**src/rtl/space_wire_stat_dump.sv**
```systemverilog
// SpaceWire statistics dump: snapshots the link counters and the sticky monitor bits on request,
// then streams a framed byte sequence (header, selected counters MSB first, trailer) over valid/ready.
module space_wire_stat_dump #(
  parameter int NUM_CNT = 8
) (
  input  logic         i_clk,
  input  logic         i_reset,
  input  logic [255:0] i_stat_cnt,
  input  logic [6:0]   i_char_mon,
  input  logic         i_dump_req,
  input  logic [7:0]   i_dump_mask,
  input  logic         i_clear_after,
  output logic         o_busy,
  output logic [7:0]   o_data,
  output logic         o_valid,
  input  logic         i_ready,
  output logic         o_last,
  output logic         o_stat_clear,
  output logic [6:0]   o_char_sticky
);

  localparam logic [8:0] CNT_ONES_C = (9'd1 << NUM_CNT) - 9'd1;
  localparam logic [7:0] CNT_MASK_C = CNT_ONES_C[7:0];

  typedef enum logic [2:0] {
    IDLE = 3'd0,
    HDR  = 3'd1,
    CNT  = 3'd2,
    TRL  = 3'd3,
    CLR  = 3'd4
  } state_t;

  state_t      state_r, state_s;
  logic [31:0] snap_r [8];
  logic [7:0]  mask_r;
  logic        clr_r;
  logic [6:0]  mon_r;
  logic [6:0]  sticky_r;
  logic [2:0]  idx_r, idx_s;
  logic [1:0]  byte_r, byte_s;
  logic [7:0]  data_r, data_s;
  logic        valid_r, valid_s;
  logic        last_r, last_s;
  logic        clear_r, clear_s;
  logic        busy_r, busy_s;
  logic        accept_s;
  logic        xfer_s;
  logic [3:0]  nxt_s;

  // Lowest set bit of m at or above index 'from'; bit 3 of the result flags that one exists.
  function automatic logic [3:0] next_set(input logic [7:0] m, input logic [3:0] from);
    logic [3:0] r;
    r = 4'd0;
    for (int i = 7; i >= 0; i--) begin
      if (m[i] && (4'(i) >= from)) begin
        r = {1'b1, 3'(i)};
      end else begin
        r = r;
      end
    end
    return r;
  endfunction

  // Byte b of a counter word, most significant byte first.
  function automatic logic [7:0] byte_of(input logic [31:0] w, input logic [1:0] b);
    logic [7:0] r;
    case (b)
      2'd0:    r = w[31:24];
      2'd1:    r = w[23:16];
      2'd2:    r = w[15:8];
      2'd3:    r = w[7:0];
      default: r = 8'd0;
    endcase
    return r;
  endfunction

  assign accept_s = (state_r == IDLE) && i_dump_req;
  assign xfer_s   = valid_r && i_ready;

  // Next-state and next-output computation; outputs hold while the sink stalls.
  always_comb begin
    state_s = state_r;
    idx_s   = idx_r;
    byte_s  = byte_r;
    data_s  = data_r;
    valid_s = valid_r;
    last_s  = last_r;
    clear_s = 1'b0;
    nxt_s   = 4'd0;
    case (state_r)
      IDLE: begin
        if (accept_s) begin
          state_s = HDR;
          data_s  = i_dump_mask & CNT_MASK_C;
          valid_s = 1'b1;
          last_s  = 1'b0;
        end else begin
          valid_s = 1'b0;
          last_s  = 1'b0;
        end
      end
      HDR: begin
        if (xfer_s) begin
          nxt_s = next_set(mask_r, 4'd0);
          if (nxt_s[3]) begin
            state_s = CNT;
            idx_s   = nxt_s[2:0];
            byte_s  = 2'd0;
            data_s  = snap_r[nxt_s[2:0]][31:24];
          end else begin
            state_s = TRL;
            data_s  = {1'b0, mon_r};
            last_s  = 1'b1;
          end
        end else begin
          state_s = HDR;
        end
      end
      CNT: begin
        if (xfer_s) begin
          if (byte_r == 2'd3) begin
            nxt_s = next_set(mask_r, {1'b0, idx_r} + 4'd1);
            if (nxt_s[3]) begin
              idx_s  = nxt_s[2:0];
              byte_s = 2'd0;
              data_s = snap_r[nxt_s[2:0]][31:24];
            end else begin
              state_s = TRL;
              data_s  = {1'b0, mon_r};
              last_s  = 1'b1;
            end
          end else begin
            byte_s = byte_r + 2'd1;
            data_s = byte_of(snap_r[idx_r], byte_r + 2'd1);
          end
        end else begin
          state_s = CNT;
        end
      end
      TRL: begin
        if (xfer_s) begin
          valid_s = 1'b0;
          last_s  = 1'b0;
          data_s  = 8'd0;
          if (clr_r) begin
            state_s = CLR;
            clear_s = 1'b1;
          end else begin
            state_s = IDLE;
          end
        end else begin
          state_s = TRL;
        end
      end
      CLR: begin
        state_s = IDLE;
      end
      default: begin
        state_s = IDLE;
        valid_s = 1'b0;
        last_s  = 1'b0;
      end
    endcase
    busy_s = (state_s != IDLE);
  end

  // FSM state, frame position and registered stream outputs.
  always_ff @(posedge i_clk) begin
    if (i_reset) begin
      state_r <= IDLE;
      idx_r   <= 3'd0;
      byte_r  <= 2'd0;
      data_r  <= 8'd0;
      valid_r <= 1'b0;
      last_r  <= 1'b0;
      clear_r <= 1'b0;
      busy_r  <= 1'b0;
    end else begin
      state_r <= state_s;
      idx_r   <= idx_s;
      byte_r  <= byte_s;
      data_r  <= data_s;
      valid_r <= valid_s;
      last_r  <= last_s;
      clear_r <= clear_s;
      busy_r  <= busy_s;
    end
  end

  // Atomic snapshot on accept; sticky monitor bits hand over to mon_r without losing a pulse.
  always_ff @(posedge i_clk) begin
    if (i_reset) begin
      for (int k = 0; k < 8; k++) begin
        snap_r[k] <= 32'd0;
      end
      mask_r   <= 8'd0;
      clr_r    <= 1'b0;
      mon_r    <= 7'd0;
      sticky_r <= 7'd0;
    end else if (accept_s) begin
      for (int k = 0; k < 8; k++) begin
        snap_r[k] <= i_stat_cnt[32*k +: 32];
      end
      mask_r   <= i_dump_mask & CNT_MASK_C;
      clr_r    <= i_clear_after;
      mon_r    <= sticky_r | i_char_mon;
      sticky_r <= 7'd0;
    end else begin
      sticky_r <= sticky_r | i_char_mon;
    end
  end

  assign o_busy        = busy_r;
  assign o_data        = data_r;
  assign o_valid       = valid_r;
  assign o_last        = last_r;
  assign o_stat_clear  = clear_r;
  assign o_char_sticky = sticky_r;

endmodule
```
**config.mk**
```make
export PLATFORM = sky130hd
export DESIGN_NAME = space_wire_stat_dump
export DESIGN_NICKNAME = d
export VERILOG_FILES = /design/src/rtl/space_wire_stat_dump.sv
export SDC_FILE = /design/constraint.sdc
export NUM_CORES = 1
export LEC_CHECK = 0
export BUFFER_PORTS_ARGS = -buffer_cell sky130_fd_sc_hd__buf_2
export CAP_MARGIN = 20
export CORE_MARGIN = 3
export CORE_UTILIZATION = 54
export DETAILED_ROUTE_END_ITERATION = 6
export PLACE_DENSITY = 0.79
export SKIP_CTS_REPAIR_TIMING = 1
export SLEW_MARGIN = 5
export SYNTH_ARGS = -nofsm -noshare
export SYNTH_HDL_FRONTEND = slang
export SYNTH_SLANG_ARGS = --single-unit
```
**constraint.sdc**
```tcl
create_clock -name i_clk -period 13.55 [get_ports i_clk]
set_input_delay 4.065 -clock i_clk [delete_from_list [all_inputs] [get_ports i_clk]]
set_output_delay 4.065 -clock i_clk [all_outputs]
set_load 0.05 [all_outputs]
```
# Word level (Yosys, flattened, before mapping)
# Memory sizes are Yosys's and may differ from the RTL's. A register that Yosys moved wholly into a read port is not among the register bits.
# Index checks and enable logic that the tools add are counted.
# totals
regBits	43
ramBits	256
elab_cells	152
rom_bits	0
latch_bits	0
mem_count	1
# op_classes
n_shift	0
n_eq_ne	18
addsub	2
mul	0
div	0
n_lt_le_gt_ge	8
n_mux	75
n_reduce_logical	23
bitwise_logic	13
# mem_list
name	depth	width	rd	rd_ports_with_merged_regs	wr	line	text
snap_r	8	32	3	1	8	34	logic [31:0] snap_r [8];
# ops
operator	n
2-to-1 mux 32 bit	8
2-to-1 mux 4 bit	21
case mux 8 bit (4 select lines)	2
2-to-1 mux 8 bit	7
2-to-1 mux 3 bit	14
!= test 2 bit, second input constant	9
greater-or-equal comparator 3 x 4 -> 1 bit, first input constant	4
2-to-1 mux 1 bit	13
case mux 3 bit (4 select lines)	1
logical AND 1 bit	10
2-to-1 mux 2 bit	5
AND reduction 5 bit	2
greater-or-equal comparator 1 x 4 -> 1 bit, first input constant	2
greater-or-equal comparator 2 x 4 -> 1 bit, first input constant	2
OR 1 bit	8
OR 7 bit	1
AND reduction 7 bit	1
equality test 2 bit, second input constant	3
equality test 3 x 2 -> 1 bit, second input constant	2
case mux 3 bit (2 select lines)	1
AND reduction 6 bit	1
OR reduction 3 bit	2
adder 3 x 1 -> 4 bit, second input constant	1
NOT 1 bit	4
other kinds (15)	15

# Depth between registers and ports, before layout
# Gate-level depths: netlist of the first run.
# logic_depth
depth_word	20
mapped_depth	11
ltp_nobuf	10

# Worst setup path after synthesis of the first run
# OpenSTA, ideal clock, no wires.
# synth_timing
kind	input -> register
from	input port i_dump_req
to	memory snap_r[0][0], enable pin
setup_time_ns	0.720
stages	4
t_arrival_ns	11.860
n_path_buf	2
slack_ns	0.970
required_ns	12.830
cell_sequence	or4b_1 > buf_2 > nand2b_1 > clkbuf_1
# synth_lines
item	line	text
start, declared	10	input logic i_dump_req,
end, declared	34	

==> metrics, run 1 <==
Area Overhead vs Synth 19.1%; Non-Filler Instances between 1500 and 2000; nets between 1500 and 2000; final core occ about 66%; f_max around 150 MHz; DP Cell Count around 1700; Post-Syn Instances 1121; DR pass1 iterations 6; port buffer count around 290; Hold Path End clr_r; critical path endpoint category flip-flop; largest net degree at the start of global routing approximately 190; Critical Path AT between 6000 and 7000 ps; WL/cell around 21 um; post-synth top area cell edfxtp_1; RSZ-0062 raised after global routing no; Synth top area share between 50 and 60%; max incr delay on CP about 860 ps; Site Rows about 60; Die X around 170 um; ANT nets after route 0; Final Max Tran Viols 0; grt ovf 0; FFs w/ async S/R, synth 0%; max_cap viols 0; share of cells above drive strength 1 around 30%; Critical Path Source Type input pin; Crit-path slowest cell nand2b_4; Sink Count slightly above 300; Synth area leaders edfxtp_1, and2_1, mux4_2, dfxtp_1, mux2i_1; Routed WL around 37000 um; final instance area roughly 17000 um2; IO Pins approximately 300; max_slew headroom between 10% and 20%; Avg Synthesized Cell Area about 13 um2; Final GP Congestion about 0.97; clk slew on worst S/H paths around 60 ps; Synthesis Warnings 0; Synth Flop Type edfxtp_1; Via density about 5.9; post-synthesis cell type count 74; Worst Hold Path Cells 2; Setup TNS Final 0 ps; via count 10200; Cell Area, Placed ~16000 um2; Peak VDD IR roughly 0.11 mV; DRT iter0 DRCs 750; Worst Path Required 13660 ps; Post-synth EDFFs 256; Synth Register Bits roughly 300; All-Layer GR Usage 25.3%; H-tree levels 2; final worst-path cycle share 50.0%; R2R Setup Slk approximately 10000 ps; initial antenna violation count 6; clk root buf clkbuf_16; Leak about 6.8 nW; kind of critical path input pin to flip-flop; Pwr per Cell Area about 140 nW/um2; Initial Utilization a little under three fifths; launch point of the worst reg-to-reg path state_r[1]; status completed; min Tclk post-route slightly below 7000 ps; worst-skew pair later-pin latency roughly 510 ps; clk_skew approximately 16 ps; FF-to-FF path depth 3; CTS tree done; CP Max Fanout 193; Inserted Clock Buffers 34; Worst-Margin Slew roughly 1300 ps; Hold WC Path Type flip-flop to flip-flop; vias in the first global route 10000; Die Ht 170 um; core area approximately 26000 um2; HP Start clr_r; Post-route DRC 0; post-synthesis sequential area ratio 59.5%; CP cell instances buf_2 -> or4b_1 -> nand2b_4 -> buf_12; final setup vio count 0; first-pass GRT wire length between 50000 and 60000 um; FF-to-FF End snap_r[5][0]; Fin. Hold Viols 0; Syn Nets around 1400; DP HPWL approximately 27000 um; Mapped Area 14500 um2; die footprint around 29000 um2; clk buf depth 3
==> Yosys cell counts (7+ instances only) <==
| master | number |
|---|---|
| o21ai_1 | 7 |
| nand3_1 | 16 |
| mux2i_1 | 53 |
| and2_1 | 195 |
| buf_2 | 11 |
| a22oi_1 | 14 |
| nor2b_1 | 66 |
| and3_1 | 8 |
| nand2_1 | 63 |
| edfxtp_1 | 256 |
| o21ai_0 | 15 |
| o211ai_1 | 17 |
| a21oi_1 | 32 |
| dfxtp_1 | 46 |
| mux4_2 | 49 |
| nor2_1 | 62 |
| clkbuf_1 | 52 |
| nor3_1 | 25 |
| inv_1 | 11 |
| a221oi_1 | 7 |
| a211oi_1 | 9 |
==> state kept, by name, summed over array words and instances, names as in the netlist, named ones only <==
signal         cells
o_busy             1
byte_r             2
o_data             8
clr_r              1
mon_r              7
o_stat_clear       1
o_last             1
o_char_sticky      7
mask_r             8
state_r            3
snap_r           256
o_valid            1
idx_r              3
==> layer usage <==
layer  GRT usage, %  part of all wire (%)  routed length, um  vias to the layer above
met5              0                  0.14                 53                        -
met4           8.21                   3.0               1110                        8
met3           4.59                   7.9               2960                       78
met2           42.6                    51              19000                      502
met1           33.6                    38              14400                     4966
li1               -                     -                  -                     4693
==> through the flow <==
step	setup WS, ps	total power (W)	hold slack [ps]
after detailed placement	6300	0.00150	469
after global routing	6680	0.00246	497
after global placement	6400	0.00149	463
after CTS	6830	0.00239	479
final	6770	0.00238	472
after floorplan	970	0.00139	437
==> placed cells by master (no fill, tap or decap), types with 17 or more instances in the layout <==
cell type    n
mux4_2      49
a21oi_1     32
o211ai_1    17
and2_1     195
nor2b_1     66
edfxtp_1   256
nor2_1      61
buf_2      293
clkbuf_16   34
mux2i_1     53
dfxtp_1     44
nor3_1      25
nand2_1     63
==> cell type report <==
class                           instances  area [um2]
Fill cell                            1899        8970
Timing Repair Buffer                  303        1570
Tap cell                              335         419
Inverter                               11        41.3
Clock inverter                         16         184
Antenna cell                            2        5.00
Clock buffer                           43         905
Sequential cell                       302        8610
Multi-Input combinational cell        734        5510
==> how the worst max path moves through the flow <==
stage	startpoint	end	slack, ps	cells past startpoint
3_5_place_dp	i_dump_req	snap_r[0][13]	6300	5
3_3_place_gp	i_dump_req	snap_r[4][2]	6400	5
2_1_floorplan	i_dump_req	snap_r[0][0]	970	4
4_1_cts	i_dump_req	snap_r[5][2]	6830	5
5_1_grt	i_dump_req	snap_r[5][2]	6680	4
6_report	i_dump_req	snap_r[5][0]	6770	4
==> worst max-delay path, delay by kind of cell <==
| family | cells | cell delay, ps |
|---|---|---|
| simple gates | 2 | 1660 |
| buf+inv | 2 | 650 |
==> power by group <==
| part | total (W) | internal (W) | leakage (nW) | switching, W |
|---|---|---|---|---|
| logic | 0.000336 | 0.000137 | 3.15 | 0.000199 |
| registers | 0.00115 | 0.00111 | 3.13 | 0.0000402 |
| clock network | 0.000895 | 0.000534 | 0.523 | 0.000361 |
==> logic make-up (layout without fill, tap and decap cells) <==
group	Yosys count	in the layout	synth area share, %
XOR/XNOR	1	1	0.0605
buffers and inverters	85	373	2.66
flip-flops	302	302	59.5
adder cells (fa/ha/maj)	5	5	0.432
AND/OR/NAND/NOR	464	464	17.9
multiplexers	108	108	11.8
other	0	2	0
AO/OA/AOI/OAI	156	156	7.75
Note: power is estimated with default switching activity, not from simulation.
==> run 2: changes to the inputs <==
==> constraint.sdc (replaced) <==
create_clock -name i_clk -period 6.9 [get_ports i_clk]
set_input_delay 2.07 -clock i_clk [delete_from_list [all_inputs] [get_ports i_clk]]
set_output_delay 2.07 -clock i_clk [all_outputs]
set_load 0.05 [all_outputs]
==> run 2 against run 1 <==
Against the previous run:
- die area stayed put
- cell area is 0.12% higher
- clock-buffer cell count stayed put
- routed wire length is 0.73% lower
- clock power is 96% higher
==> metrics, run 2 (synthesis gave the netlist of run 1 again) <==
status completed; final setup vio count 0 (unchanged); CTS tree done; RSZ-0062 raised after global routing no; max_slew headroom 29.7% (+15 points); CP Max Fanout 59 (-69%); Critical Path AT 4470 ps (-2420 ps); clk buf depth 3 (unchanged); final core occ 65.9% (+0.081 points); share of cells above drive strength 1 30.4% (+0.19 points); DR pass1 iterations 7 (+1); Pwr per Cell Area 271 nW/um2 (+96%); core area 26200 um2 (unchanged); P_int 0.00351 W (+97%); H-tree levels 1 (-1); kind of critical path input pin to flip-flop; critical path endpoint category flip-flop; final worst-path cycle share between 60 and 70%; via count 10100 (-1.1%); Leak 6.83 nW (+0.39%); most frequent cells in the layout buf_2, edfxtp_1, and2_1, nor2b_1, nand2_1; WL/cell 21.3 um (-0.78%); max reg flops 256 (unchanged); commonest non-fill, non-tap cell in the layout buf_2; Setup TNS Final 0 ps (unchanged); IO Pins 295 (unchanged); Post-route DRC 0 (unchanged); Final GP Congestion 0.988 (+1.7%); Initial Utilization 55.2% (unchanged); grt ovf 0 (unchanged); Top reg by flops snap_r; Sink Count 302 (unchanged); ANT nets after route 0 (unchanged); f_max roughly 230 MHz; Via density 5.80 (-1.1%); first-pass GRT wire length 56200 um (+0.46%); Reg power frac 48.3% (about the same); Tot Pwr 0.00467 W (+96%); initial antenna violation count 3 (-3); final instance area 17300 um2 (+0.12%); power share of the clock group 37.5% (about the same); worst-skew pair later-pin latency 570 ps (+60 ps); Critical Path Source Type input pin; Peak VDD IR 0.212 mV (+85%); largest net degree at the start of global routing 193 (-0.52%); Hold WC Path Type flip-flop to flip-flop; Routed WL 37200 um (-0.73%); Site Rows 59 (unchanged); clk root buf clkbuf_16; Comb pwr share 14.2% (about the same); Final Max Tran Viols 0 (unchanged); All-Layer GR Usage 25.3% (-0.028 points); Cell Area, Placed 16200 um2 (+0.17%); die footprint 28800 um2 (unchanged); Worst Path Required 7100 ps (-6560 ps); Area Overhead vs Synth 19.3%; Die Ht 170 um (unchanged); port buffer count 294 (unchanged); Worst-Margin Slew 1050 ps (-228 ps); Sw Share 24.9% (-0.32 points); Fin. Hold Viols 0 (unchanged); Inserted Clock Buffers 31 (-8.8%); max_cap viols 0 (unchanged); Die X 170 um (unchanged); clk_skew 8.89 ps (-6.71 ps); DP HPWL 26800 um (+0.48%); min Tclk post-route between 4000 and 5000 ps; clk slew on worst S/H paths 60 ps (about the same); nets 1666 (-0.060%); Net Sw Power 0.00116 W (+94%); DRT iter0 DRCs 880 (+17%); vias in the first global route 9967 (-0.40%)
-- run 2: cell count changes in the layout (fill, tap and decap cells not counted), moves of 2 or more --
cell / change
clkbuf_16: -2
clkbuf_4: +2
clkinvlp_4: -3
clkbuf_8: +3
clkbuf_1: -3
-- run 2: worst paths after layout --
kind	start	end	slack, ps	depth (start not counted)
max	i_dump_req	snap_r[5][14]	2630	4
min	clr_r	clr_r	460	2
max reg2reg	state_r[1]	snap_r[5][14]	3580	3
min reg2reg	clr_r	clr_r	460	2
-- run 2: routing by layer --
metal	GRT usage, %	vias to the layer above	wire (um)
met2	42.5	451	18500
met4	6.90	2	1120
met5	0	-	12
met3	4.50	73	2700
met1	34.3	4905	14900
li1	-	4706	-
-- run 2: power groups by stage --
| stage | logic [W] | clock network (W) | registers (W) |
|---|---|---|---|
| finish | 0.000664 | 0.00175 | 0.00226 |
| global route | 0.000719 | 0.00185 | 0.00227 |
| CTS | 0.000661 | 0.00178 | 0.00226 |
| detailed placement | 0.000658 | 0 | 0.00229 |
| global placement | 0.000650 | 0 | 0.00228 |
| floorplan | 0.000411 | 0 | 0.00231 |
-- run 2: worst max-delay path, cell delays in order --
cell	delay [ps]
buf_2	90
or4b_1	840
nand2b_4	690
buf_4	710
-- run 2: area by class of cell --
cell class              count  area (um2)
repair buffers            305        1590
clock inverters            15         188
flip-flops and latches    302        8610
multi-input cells         734        5510
clock buffers              43         900
diodes                      2        5.00
well taps                 335         419
fillers                  1931        8950
inverters                  11        41.3
-- run 2: per-stage QoR --
step                      setup WS (ps)  hold WS [ps]  instances
final                              2630           458       1747
after global routing               2500           504       1747
after global placement             2150           453       1686
after CTS                          2680           466       1744
after detailed placement           2080           457       1686
after floorplan                     321           437       1121
==> run 3: changes to the inputs <==
==> constraint.sdc (replaced) <==
create_clock -name i_clk -period 4.4 [get_ports i_clk]
set_input_delay 1.32 -clock i_clk [delete_from_list [all_inputs] [get_ports i_clk]]
set_output_delay 1.32 -clock i_clk [all_outputs]
set_load 0.05 [all_outputs]
==> run 3 against run 2 <==
Against the previous run:
- cell area up 0.29%
- first-iteration DRC count up 10%
- register-to-register slack worse by 2500 ps
- sequential power up 57%
- worst setup slack worse by 1600 ps
- clock-buffer cell count down 5
- flip-flop and latch count unchanged
- via count up 0.58%
- critical path depth up 4
- sequential share of layout area down 0.14 points
- clock skew up 2.1 ps
- critical endpoint is now o_data[3]
- highest routed layer unchanged
==> metrics, run 3 (synthesis gave the netlist of run 1 again) <==
worst-skew pair later-pin latency 570 ps (about the same); DP HPWL 27400 um (+2.3%); clk_skew 11.0 ps (+2.09 ps); Sink Count 302 (unchanged); clk buf depth 3 (unchanged); core area 26200 um2 (unchanged); Via density 5.82 (+0.24%); die footprint 28800 um2 (unchanged); max reg flops 256 (unchanged); f_max about 300 MHz; Final GP Congestion 0.950 (-3.8%); min Tclk post-route ~3300 ps; ANT nets after route 0 (unchanged); first-pass GRT wire length 57200 um (+1.9%); launch point of the worst reg-to-reg path idx_r[1]; Fillers 1924 (-0.36%); Initial Utilization 55.2% (unchanged); WL/cell 21.7 um (+1.9%); CTS tree done; Fin. Hold Viols 0 (unchanged); via count 10200 (+0.58%); CP Max Fanout 13 (-78%); final setup vio count 0 (unchanged); Worst Path Required 4870 ps (-2230 ps); Critical Path AT 3810 ps (-660 ps); kind of critical path flip-flop to flip-flop; max_cap viols 0 (unchanged); All-Layer GR Usage 25.9% (+0.61 points); vias in the first global route 10100 (+1.4%); max_slew headroom 32.2% (+2.6 points); final worst-path cycle share 75.9%; Post-route DRC 0 (unchanged); hold_ws 483 ps (+25.6 ps); initial antenna violation count 2 (-1); Hold WC Path Type flip-flop to flip-flop; DRT iter0 DRCs 970 (+10%); Leak 6.86 nW (+0.35%); Pwr per Cell Area 423 nW/um2 (+56%); H-tree levels 1 (unchanged); commonest non-fill, non-tap cell in the layout buf_2; Top reg by flops snap_r; Worst-Margin Slew 1010 ps (-45.1 ps); Setup TNS Final 0 ps (unchanged); Area Overhead vs Synth 19.6%; clk root buf clkbuf_16; grt ovf 0 (unchanged); Routed WL 38000 um (+2.3%); nets 1673 (+0.42%); Peak VDD IR 0.273 mV (+29%); Die Ht 170 um (unchanged); Site Rows 59 (unchanged); Die X 170 um (unchanged); Inserted Clock Buffers 31 (unchanged); Final Max Tran Viols 0 (unchanged); RSZ-0062 raised after global routing no; share of cells above drive strength 1 30.3% (-0.080 points); port buffer count 294 (unchanged); IO Pins 295 (unchanged); DR pass1 iterations 5 (-2); Critical Path Source Type flip-flop; HP Start clr_r; critical path endpoint category flip-flop; most frequent cells in the layout buf_2, edfxtp_1, and2_1, nor2b_1, nand2_1; largest net degree at the start of global routing 155 (-20%); CP Launch Point idx_r[1]; status completed; clk slew on worst S/H paths 60 ps (about the same)
-- run 3: critical path: stages, from the launching register on --
cell and delay (ps):
dfxtp_1 500, ha_1 350, a21bo_1 200, o311ai_1 550
o21ai_1 510, and3_1 330, a311oi_1 380, nor3_1 140
a221o_1 270
-- run 3: report_power, final --
group | total (W) | switching [W] | internal, W
registers | 0.00355 | 0.000133 | 0.00341
clock network | 0.00273 | 0.00108 | 0.00164
logic | 0.00105 | 0.000617 | 0.000436
total | 0.00733 | 0.00183 | 0.00549
-- run 3: path summary, 6_finish.rpt --
check | to | slack (ps) | depth (start not counted)
worst max-delay path | o_data[3] | 1060 | 8
worst min-delay path | clr_r | 480 | 2
worst max register to register | o_data[3] | 1060 | 8
worst min register to register | clr_r | 480 | 2
-- run 3: through the flow --
stage	util, %	power, W	cells	worst slack [ps]	cell area (um2)
after global routing	66.1	0.00760	1753	946	17300
after detailed placement	62.0	0.00465	1694	959	16300
after floorplan	-	0.00425	1121	34.0	14500
after global placement	62.0	0.00462	1694	1030	16300
final	66.1	0.00733	1753	1060	17300
after CTS	66.0	0.00737	1752	1140	17300
-- run 3: layout make-up --
type | instances | area [um2] | share of cell area [%]
flip-flops and latches | 302 | 8610 | 49.8
multi-input cells | 734 | 5510 | 31.8
repair buffers | 312 | 1670 | 9.66
clock buffers | 38 | 802 | 4.63
well taps | 335 | 419 | 2.42
clock inverters | 20 | 255 | 1.47
inverters | 11 | 41.3 | 0.239
diodes | 1 | 2.50 | 0.0145
-- run 3: layer usage --
metal | track usage (%) | part of all wire (%)
met5 | 0 | 0.034
met4 | 6.51 | 2.6
met3 | 3.87 | 7.6
met2 | 44.8 | 51
met1 | 34.7 | 39
